[src/rtl/reg_file.sv]
// reg_file: multi-ported register file with DEPTH = 2**ADDR_W registers of WIDTH bits.
// It has one synchronous write port and two combinational read ports.
// Ports:
//   clk            - rising-edge clock for all register updates
//   rst_n          - asynchronous active-low clear of every register
//   we/waddr/wdata - write port; the write lands at the rising edge of clk
//   raddr1/rdata1  - read port 1, zero-cycle latency
//   raddr2/rdata2  - read port 2, zero-cycle latency
// Parameters:
//   ZERO_R0 - when 1, register 0 is hardwired to zero and writes to it are dropped
//   BYPASS  - when 1, a write in progress is forwarded to a matching read port
module reg_file #(
  parameter int unsigned WIDTH   = 32,
  parameter int unsigned ADDR_W  = 5,
  parameter int unsigned ZERO_R0 = 1,
  parameter int unsigned BYPASS  = 1
) (
  input  logic              clk,
  input  logic              rst_n,
  input  logic              we,
  input  logic [ADDR_W-1:0] waddr,
  input  logic [WIDTH-1:0]  wdata,
  input  logic [ADDR_W-1:0] raddr1,
  output logic [WIDTH-1:0]  rdata1,
  input  logic [ADDR_W-1:0] raddr2,
  output logic [WIDTH-1:0]  rdata2
);

  localparam int unsigned DEPTH = 1 << ADDR_W;

  logic [WIDTH-1:0] mem_q [DEPTH];
  logic [WIDTH-1:0] mem_d [DEPTH];
  logic             wr_ok_c;
  logic             zero_r0_c;
  logic             bypass_c;

  assign zero_r0_c = (ZERO_R0 != 0);
  assign bypass_c  = (BYPASS != 0);

  // A write to r0 is dropped when r0 is hardwired to zero.
  assign wr_ok_c = we && !(zero_r0_c && (waddr == '0));

  // Next-state: only the addressed register takes wdata; everything else holds.
  always_comb begin
    mem_d = mem_q;
    if (wr_ok_c) begin
      mem_d[waddr] = wdata;
    end
  end

  // One flop bank per register, cleared asynchronously.
  for (genvar g = 0; g < DEPTH; g++) begin : g_reg
    always_ff @(posedge clk or negedge rst_n) begin
      if (!rst_n) begin
        mem_q[g] <= '0;
      end else begin
        mem_q[g] <= mem_d[g];
      end
    end
  end

  // Read port 1: forced zero for r0, then forwarding, then stored value.
  always_comb begin
    rdata1 = mem_q[raddr1];
    if (zero_r0_c && (raddr1 == '0)) begin
      rdata1 = '0;
    end else if (bypass_c && we && (raddr1 == waddr)) begin
      rdata1 = wdata;
    end
  end

  // Read port 2: same selection as port 1.
  always_comb begin
    rdata2 = mem_q[raddr2];
    if (zero_r0_c && (raddr2 == '0)) begin
      rdata2 = '0;
    end else if (bypass_c && we && (raddr2 == waddr)) begin
      rdata2 = wdata;
    end
  end

endmodule
[config.mk]
export PLATFORM = sky130hd
export DESIGN_NAME = reg_file
export DESIGN_NICKNAME = d
export VERILOG_FILES = /design/src/rtl/reg_file.sv
export SDC_FILE = /design/constraint.sdc
export NUM_CORES = 2
export LEC_CHECK = 0
export BUFFER_PORTS_ARGS = -buffer_cell sky130_fd_sc_hd__buf_2
export CAP_MARGIN = 20
export CORE_ASPECT_RATIO = 0.8
export CORE_MARGIN = 4
export CORE_UTILIZATION = 54
export CTS_BUF_LIST = sky130_fd_sc_hd__clkbuf_8
export DETAILED_ROUTE_END_ITERATION = 7
export PLACE_DENSITY = 0.66
export SYNTH_ARGS = -nofsm -noshare
export SYNTH_HDL_FRONTEND = slang
export SYNTH_SLANG_ARGS = --single-unit
[constraint.sdc]
create_clock -name clk -period 2.9 [get_ports clk]
set_clock_uncertainty 0.2 [all_clocks]
set_input_delay 0.29 -clock clk [delete_from_list [all_inputs] [get_ports clk]]
set_output_delay 0.29 -clock clk [all_outputs]
set_load 0.005 [all_outputs]
==> metrics.md <==
| Metric | Value |
|---|---|
| Count leader, synth | `dfrtp_1` |
| Reg clk slew, reported paths | `about 0.060 ns` |
| Crit-path max cell delay | `0.48 ns` |
| Pwr Density | `643.6 nW/um^2` |
| Die area | `107100 um^2` |
| Dominant cells by area after synthesis | `dfrtp_1 47%, mux2_2 20%, mux4_2 16%` |
| Synthesized cell area | `between 50000 and 60000 um^2` |
| Post-route ant nets | `0` |
| RSZ-0062 raised after global routing | `yes` |
| Final min period | `~3.3 ns` |
| Nature of the critical path endpoint | `primary output` |
| Sequential area share after synthesis | `46.56%` |
| Clock net sink count | `1024` |
| Core area | `100800 um^2` |
| Worst Hold Depth | `5` |
| All-Layer GR Usage | `36.15%` |
| # DRC | `0` |
| Ys Warns | `0` |
| Startpoint types | `register` |
| Max Freq | `305.9 MHz` |
| Hold path endpoint | `mem_q[718]` |
| Critical path class | `reg2out` |
| Die Ht | `slightly below 300 um` |
| R2R Path Start | `mem_q[681]` |
| Worst skew pair latency | `0.84 ns` |
| Synth unique cells | `51` |
| DR vias | `38950` |
| R2R depth | `3` |
| H-Tree Depth | `4` |
| First-pass GRT wire length | `282.2 mm` |
| Crit path depth | `6` |
| Sw frac | `29.22%` |
| Largest registers | `mem_q: 1024 flops` |
| DR vias/cell | `7.033` |
| DRT iter0 DRCs | `4741` |
| Period Utilization, post-route | `112.7%` |
| Share of cells above drive strength 1 | `a little under three fifths` |
| Cell family with most CP delay | `multiplexers` |
| Largest net degree at the start of global routing | `129` |
| CTS tree | `built` |
| Area Growth Syn to Fin | `17.36%` |
| Number of flip-flops in the largest register | `1024` |
| Lkg Pwr | `28.52 nW` |
| Clock share of power | `30.9%` |
| Headroom to the max-slew limit | `41.17%` |
| Antenna violations before repair | `3` |
| Die Wd | `364.9 um` |
| Failing checks | `setup timing` |
| 1st-pass router iterations | `5` |
| Number of global-route vias before repair | `40890` |
| Worst-case vdd ir drop | `0.0003375 V` |
| Status | `finished with violations` |
| Comb power frac | `a little under a quarter` |
| Initial Util | `54.58%` |
| Setup violators final | `54` |
| CTS buffer count | `between 150 and 200` |
| Layout Utilization | `64.05%` |
| Final wirelength | `192.0 mm` |
| Rows | `104` |
| Fin. Hold Viols | `0` |
| DR WL/cell | `about 35 um` |
| Hold WS | `0.1154 ns` |
| Worst setup margin | `-0.3695 ns` |
| Syn Area/Cell | `14.39 um^2` |
| Asr flop ratio synth | `100.0%` |
| Flop2flop setup slack | `about 1.7 ns` |
| Syn nets | `3874` |
| Psw | `12.15 mW` |
| Tightest Hold Check Type | `in2reg` |
| Top Ports | `114` |
| R2R Path End | `mem_q[681]` |
| Critical Path RT | `2.41 ns` |
| Crit-path max FO | `3` |
| Post-synth top flop | `dfrtp_1` |
| Arr. time, crit path | `2.78 ns` |
| Grt total ovfl | `0` |
| Worst path slowest cell | `mux4_2` |
| Yosys top cell area share | `46.56%` |
| Slew @ Worst Pin | `just under 0.9 ns` |
| Clock buffer depth | `3` |
| Hold path start | `we` |
| Slew Limit Fails | `0` |
| WP buf/inv | `1` |
| Post-synth EDFFs | `0` |
| Reg power frac | `45.8%` |
| Yosys top cell by area | `dfrtp_1` |
| Synth cell count leaders | `1024 x dfrtp_1, 991 x mux2_2, 386 x mux4_2` |
| Port bufs | `113` |
| Int Pwr | `approximately 29 mW` |
| Detailed Place HPWL | `approximately 120 mm` |
| Root buf cell | `clkbuf_8` |
| Biggest register | `mem_q` |
| # Max-Cap Violations | `0` |
| GPL Wtd Cong | `0.8959` |
| Count of mapped cells out of synthesis | `around 3800` |
| CP cell instances | `mux4_2 -> mux2i_1 -> o21ai_1 -> or3_1 -> a32o_2 -> buf_2` |
| Nets | `4135` |
| Synthesized flop and latch total | `1024` |
-- kinds of logic (layout without fill, tap and decap cells) --
logic type                count (synthesis)  in the layout  synth area share, %
muxes                                  1685           1685                41.81
DFF                                    1024           1024                46.56
AOI/OAI and AO/OA                       446            446                5.706
buffers and inverters                   444            832                3.931
and+or+nand+nor                         215            215                1.837
xor gates and xnor gates                 10             10               0.1591
other                                     0              1                    0
-- stage by stage --
| stage | instances | setup TNS, ns | cell area, um^2 | setup slack, ns | power, mW |
|---|---|---|---|---|---|
| floorplan | 3824 | 0 | 55040 | 0.5406 | 24.82 |
| global route | 5538 | -11.44 | 64590 | -0.4785 | 43.29 |
| detailed placement | 5146 | -2.157 | 59230 | -0.1865 | 27.99 |
| CTS | 5525 | -8.379 | 64140 | -0.4070 | 41.36 |
| finish | 5538 | -5.695 | 64590 | -0.3695 | 41.57 |
| global placement | 5146 | -3.199 | 59230 | -0.2171 | 27.33 |
-- area by class of cell --
type,instances,area (um^2)
clock buffer,212,2918
multi-input combinational,2356,28570
inverter,3,11.26
clock inverter,85,464.2
timing repair buffer,532,5341
antenna,1,2.502
fill,7240,36250
tap,1325,1658
sequential,1024,25620
-- repair_timing --
| item | 4_1_cts | 5_1_grt |
|---|---|---|
| endpoints found under the setup margin | 64 | 64 |
| resized for setup | 208 | 76 |
| pin swaps | 125 | 55 |
| setup buffers | 50 | 13 |
| hold endpoints to repair | 1987 | 0 |
| hold buffers | 35 | 0 |
| cloned | 0 | 0 |
-- cell usage in the layout (no fill, tap or decap), types with 15 or more instances in the layout --
cell,n
o22ai_1,34
a211oi_2,25
mux2_2,990
mux4_2,388
buf_2,94
o221ai_1,36
o21ai_1,20
nand2_1,65
a22oi_2,36
a21oi_2,17
nand2_2,21
o21ai_0,33
a21oi_1,42
clkbuf_8,212
a31oi_1,26
buf_4,268
buf_12,111
mux2i_1,271
clkinv_2,15
a221oi_1,15
dfrtp_1,1024
inv_1,59
a22oi_1,48
nor2_4,18
a32o_2,23
buf_6,21
nor2_1,17
nand3_1,17
dlygate4sd3_1,34
-- power groups by stage --
stage               sequential, mW  clock, mW  combinational, mW
floorplan                     18.5          0               6.33
global placement              18.9          0               8.45
detailed placement            19.2          0               8.75
CTS                           19.0       13.0               9.40
global route                  19.3       13.7               10.3
finish                        19.0       12.8               9.68
-- worst max path at each step --
stage                  to       start  slack, ns
6_report        rdata2[9]  mem_q[713]      -0.37
2_1_floorplan  rdata2[10]   raddr2[1]       0.54
3_3_place_gp   rdata1[12]    waddr[0]      -0.22
5_1_grt        rdata2[10]  mem_q[746]      -0.48
4_1_cts        rdata2[10]  mem_q[746]      -0.41
3_5_place_dp   rdata1[12]    waddr[0]      -0.19
-- worst register-to-register path, delay by kind of cell (launching register included) --
family	cells	cell delay [ns]
multiplexers	1	0.26
flip-flops	1	0.39
buffers and inverters	2	0.26
-- metal layers --
| metal | track usage, % | up-vias | wire (um) |
|---|---|---|---|
| met5 | 0 | - | 0 |
| met4 | 16.82 | 0 | 9912 |
| met3 | 10.89 | 593 | 21040 |
| met2 | 53.59 | 2280 | 85310 |
| met1 | 49.40 | 20750 | 75700 |
| li1 | - | 15330 | - |
No activity file was read; power rests on OpenSTA's default activity.
